==> config.mk <==
export PLATFORM = sky130hd
export DESIGN_NAME = frame_minmax_seq
export DESIGN_NICKNAME = d
export VERILOG_FILES = /design/src/rtl/frame_minmax_seq.sv
export SDC_FILE = /design/constraint.sdc
export NUM_CORES = 1
export LEC_CHECK = 0
export CORE_UTILIZATION = 45
export CTS_CLUSTER_SIZE = 25
export DETAILED_ROUTE_END_ITERATION = 10
export GPL_TIMING_DRIVEN = 0
export PLACE_DENSITY = 0.79
export SKIP_CTS_REPAIR_TIMING = 1
export SLEW_MARGIN = 20
export SYNTH_ARGS = -nofsm -noshare
export SYNTH_HDL_FRONTEND = slang
export SYNTH_SLANG_ARGS = --single-unit
==> constraint.sdc <==
create_clock -name clk -period 2.45 [get_ports clk]
set_clock_uncertainty 0.1 [all_clocks]
set_input_delay 0.245 -clock clk [delete_from_list [all_inputs] [get_ports clk]]
set_output_delay 0.245 -clock clk [all_outputs]
set_load 0.02 [all_outputs]
==> src/rtl/frame_minmax_seq.sv <==
// frame_minmax_seq: per-frame min/max tracker sharing one external 6-bit comparator
`timescale 1ns/1ps
module frame_minmax_seq #(
  parameter int FRAME_LEN = 4,
  parameter int SETTLE_CYCLES = 1,
  localparam int IDX_W = $clog2(FRAME_LEN)
) (
  input  logic             clk,
  input  logic             rst,
  input  logic             in_valid,
  input  logic [5:0]       in_data,
  output logic             in_ready,
  output logic [5:0]       cmp_a,
  output logic [5:0]       cmp_b,
  input  logic             cmp_gt,
  input  logic             cmp_lt,
  input  logic             cmp_eq,
  output logic             frame_done,
  output logic [5:0]       res_max,
  output logic [5:0]       res_min,
  output logic [IDX_W-1:0] max_idx,
  output logic [IDX_W-1:0] min_idx,
  output logic             cmp_err
);
  typedef enum logic [1:0] {IDLE, CMP_MAX, CMP_MIN, DONE} state_t;
  state_t state, state_nxt;
  logic [IDX_W-1:0] idx, run_max_idx, run_min_idx, cmin_idx;
  logic [5:0] run_max, run_min, cmin;
  logic [2:0] cnt;
  logic acc, first, last, fin, max_up, min_up;
  assign acc = state == IDLE && in_valid;
  assign first = acc && idx == '0;
  assign last = cnt == 3'(SETTLE_CYCLES);
  assign fin = idx == IDX_W'(FRAME_LEN - 1);
  assign max_up = state == CMP_MAX && last && cmp_gt;
  assign min_up = state == CMP_MIN && last && cmp_lt;
  assign cmin = min_up ? cmp_a : run_min;
  assign cmin_idx = min_up ? idx : run_min_idx;
  // next-state: each compare phase holds for SETTLE_CYCLES+1 cycles
  always_comb begin
    state_nxt = state;
    case (state)
      IDLE:    state_nxt = acc && !first ? CMP_MAX : IDLE;
      CMP_MAX: state_nxt = last ? CMP_MIN : CMP_MAX;
      CMP_MIN: state_nxt = last ? (fin ? DONE : IDLE) : CMP_MIN;
      default: state_nxt = IDLE;
    endcase
  end
  // state register
  always_ff @(posedge clk or posedge rst)
    if (rst) state <= IDLE;
    else state <= state_nxt;
  // registered outputs, running extremes and frame results
  always_ff @(posedge clk or posedge rst) begin
    if (rst) begin
      in_ready <= 1'b1;
      frame_done <= 1'b0;
      cmp_a <= '0;
      cmp_b <= '0;
      cnt <= '0;
      idx <= '0;
      run_max <= '0;
      run_min <= '0;
      run_max_idx <= '0;
      run_min_idx <= '0;
      res_max <= '0;
      res_min <= '0;
      max_idx <= '0;
      min_idx <= '0;
      cmp_err <= 1'b0;
    end else begin
      in_ready <= state_nxt == IDLE;
      frame_done <= state_nxt == DONE;
      cnt <= state_nxt == state && state != IDLE ? cnt + 3'd1 : '0;
      cmp_a <= state_nxt == IDLE || state_nxt == DONE ? '0 : acc ? in_data : cmp_a;
      cmp_b <= state_nxt == CMP_MAX ? run_max : state_nxt == CMP_MIN ? run_min : '0;
      run_max <= first ? in_data : max_up ? cmp_a : run_max;
      run_max_idx <= first ? '0 : max_up ? idx : run_max_idx;
      run_min <= first ? in_data : cmin;
      run_min_idx <= first ? '0 : cmin_idx;
      idx <= state == DONE ? '0 : first || (state == CMP_MIN && last && !fin) ? idx + 1'b1 : idx;
      cmp_err <= cmp_err | ((state == CMP_MAX || state == CMP_MIN) && last && !$onehot({cmp_gt, cmp_lt, cmp_eq}));
      if (state == CMP_MIN && last && fin) begin
        res_max <= run_max;
        max_idx <= run_max_idx;
        res_min <= cmin;
        min_idx <= cmin_idx;
      end
    end
  end
endmodule

==> metrics.md <==
| Metric | Value |
|---|---|
| Slew @ Worst Pin | `between 0.6 and 0.7 ns` |
| Pwr dens | `1250 mW/mm2` |
| Starting density of the core | `0.472` |
| Synth warn | `0` |
| Antenna Cells | `0` |
| Gr ovfl total | `0` |
| Layout area overhead | `25.8%` |
| Peak VDD IR | `approximately 0.65 mV` |
| Fin cells | `around 340` |
| Reg2reg end | `cmp_a[2]` |
| RSZ-0062 raised after global routing | `no` |
| Fin crit share | `0.903` |
| Clock Sinks | `54` |
| Nets | `296` |
| Clock Tree Root | `clkbuf_8` |
| Worst EP arrival | `around 2.3 ns` |
| Asr flop ratio synth | `1.00` |
| Main synth FF type | `dfrtp_1` |
| Worst skew pair latency | `roughly 0.31 ns` |
| Worst slack at placement | `-0.0661 ns` |
| I/O pin cnt | `between 40 and 50` |
| R2R Setup Slk | `about 0.24 ns` |
| Area of placed instances | `around 0.0029 mm2` |
| CP max-delay cell | `dfrtp_1` |
| Worst rel slew slack | `0.590` |
| Global-route total usage across every layer | `0.197` |
| Leakage | `~1.4 nW` |
| WL per Instance | `approximately 15 um` |
| Critical path startpoint | `state[0]` |
| Largest net degree at the start of global routing | `31` |
| Fin util | `0.594` |
| Vias in the first global route | `1,699` |
| Initial antenna violation count | `0` |
| Met1 wire length | `between 2000 and 2500 um` |
| Dpl cells | `roughly 330` |
| Hold Slack | `around 0.19 ns` |
| Endpoints failing hold | `0` |
| DR vias | `1,751` |
| CTS tree | `built` |
| Endpoint class of the critical path | `flip-flop` |
| Synthesized flop and latch total | `54` |
| Post-synth cell types | `33` |
| Global-route wire length before repair | `~8200 um` |
| Die Ht | `75.4 um` |
| Mapped cell area | `about 0.0024 mm2` |
| Via-to-Cell Ratio | `just over 5` |
| Min Tclk post-route | `2.21 ns` |
| Final Instance Area | `a little over 0.003 mm2` |
| H-Tree Depth | `2` |
| Clk slew on worst S/H paths | `~0.090 ns` |
| Detailed Place HPWL | `between 3000 and 4000 um` |
| CORE AREA | `0.00514 mm2` |
| Slew Limit Fails | `0` |
| Drt drc | `0` |
| Syn nets | `247` |
| Layout cells sized above 1 | `0.103` |
| Worst EP required | `~2.6 ns` |
| Post-synthesis area per instance | `about 11 um2` |
| First-pass iteration count of the detailed router | `4` |
| Crit path cell chain | `inv_1 -> ha_2 -> nand4b_4 -> o221ai_4 -> inv_1 -> ha_1 -> a21boi_0` |
| Post-route worst setup slack | `about 0.24 ns` |
| I/O Buffers | `41` |
| Max layer used | `met4` |
| Peak Freq | `~450 MHz` |
| DR iter-0 viols | `138` |
| Post-synthesis cell count | `approximately 220` |
| Clk buf depth | `2` |
| # setup viols final | `0` |
| Cell row count | `26` |
| Final setup TNS | `0 ns` |
| Final wirelength | `slightly above 5000 um` |
| Post-synth EDFFs | `0` |
| Metal2 WL | `approximately 2500 um` |
| Placer Congestion | `approximately 0.77` |
| Power after layout | `around 3.8 mW` |
| FF-to-FF Start | `state[0]` |
| Worst hold path type | `input port to asynchronous set/reset pin` |
| Crit Path Max Fanout | `7` |
| Slowest stage delay, CP | `about 0.41 ns` |
| Die span in x | `roughly 75 um` |
| Startpoint types | `flip-flop` |
| Max-Cap Viols | `0` |
| Die ar. | `0.00569 mm2` |
| Final ANT Viol Nets | `0` |
| Most used cell, CP | `inv_1` |
| TritonCTS Buffers | `5` |
| Seq/Total Area, Yosys | `0.558` |
| CP endpoint | `cmp_a[2]` |
| Met3 WL | `284 um` |
| WS Path Type | `flip-flop to flip-flop` |
| Worst R2R Path Depth | `7` |
| Run status | `completed` |
-- sequential cells by signal, summed over array words and instances, names as in the netlist --
signal / flops
state: 2
run_max: 6
run_min: 6
cnt: 3
res_min: 6
idx: 2
frame_done: 1
min_idx: 2
res_max: 6
max_idx: 2
cmp_b: 6
cmp_err: 1
run_min_idx: 2
cmp_a: 6
in_ready: 1
run_max_idx: 2
-- cells by family (layout without fill, tap and decap cells) --
logic type,Yosys count,after routing,share of synthesized area
DFF,54,54,0.558
and+or+nand+nor,79,79,0.161
AOI/OAI and AO/OA,40,40,0.101
buffers and inverters,16,66,0.0253
muxes,17,17,0.0743
adders and majority gates,13,13,0.0701
xor gates and xnor gates,3,3,0.0108
-- synthesized netlist by cell type (all sizes together), types with 5 or more instances --
master	count	share of area
ha	12	0.062
clkbuf	6	0.0093
inv	9	0.014
nand3	9	0.021
nor2	10	0.015
o21ai	15	0.031
a31oi	7	0.018
nand2	43	0.067
nor3	5	0.012
a21oi	8	0.017
mux2	8	0.037
a21boi	6	0.019
dfrtp	53	0.55
mux2i	9	0.037
-- final cells by class --
cell class | count | area, um2
Multi-Input combinational cell | 152 | 1030
Sequential cell | 54 | 1350
Clock inverter | 1 | 7.51
Buffer | 7 | 28.8
Inverter | 9 | 33.8
Timing Repair Buffer | 42 | 430
Fill cell | 460 | 2090
Clock buffer | 7 | 76.3
Tap cell | 70 | 87.6
-- worst min path at each step --
stage | cells after the start | startpoint | end
2_1_floorplan | 2 | in_data[0] | cmp_a[0]
5_1_grt | 2 | rst | res_max[2]
3_5_place_dp | 1 | cmp_err | cmp_err
6_report | 2 | rst | res_max[2]
4_1_cts | 2 | rst | frame_done
3_3_place_gp | 1 | cnt[0] | cnt[0]
-- worst max-delay path: cells and delay by family (launching register included) --
family | cells | cell delay [ns]
adder cells (fa/ha/maj) | 2 | 0.65
AO/OA/AOI/OAI | 2 | 0.52
flip-flops | 1 | 0.41
buffers and inverters | 2 | 0.24
AND/OR/NAND/NOR | 1 | 0.20
-- power breakdown --
group          leakage (nW)  internal, mW  total (mW)  switching, mW
combinational         0.743         0.811        1.83           1.02
sequential            0.659          1.25        1.49          0.233
clock                0.0385         0.203       0.488          0.285
-- cell usage in the layout, fill, tap and decap left out, types with 2 or more instances in the layout --
| cell | instances |
|---|---|
| a21boi_0 | 6 |
| a21oi_1 | 8 |
| a31oi_1 | 7 |
| and3_1 | 2 |
| clkbuf_1 | 7 |
| clkbuf_8 | 5 |
| clkdlybuf4s50_1 | 41 |
| dfrtp_1 | 53 |
| ha_1 | 11 |
| inv_1 | 8 |
| mux2_2 | 8 |
| mux2i_1 | 9 |
| nand2_1 | 43 |
| nand2b_1 | 3 |
| nand3_1 | 8 |
| nor2_1 | 10 |
| nor3_1 | 4 |
| o21ai_0 | 15 |
| xnor2_1 | 3 |
-- metal layers --
metal / GRT usage / vias up
met5: 0 / -
li1: - / 856
met3: 0.0397 / 5
met4: 0.0597 / 0
met1: 0.255 / 836
met2: 0.335 / 54
Power figures use the tool's default switching activity.
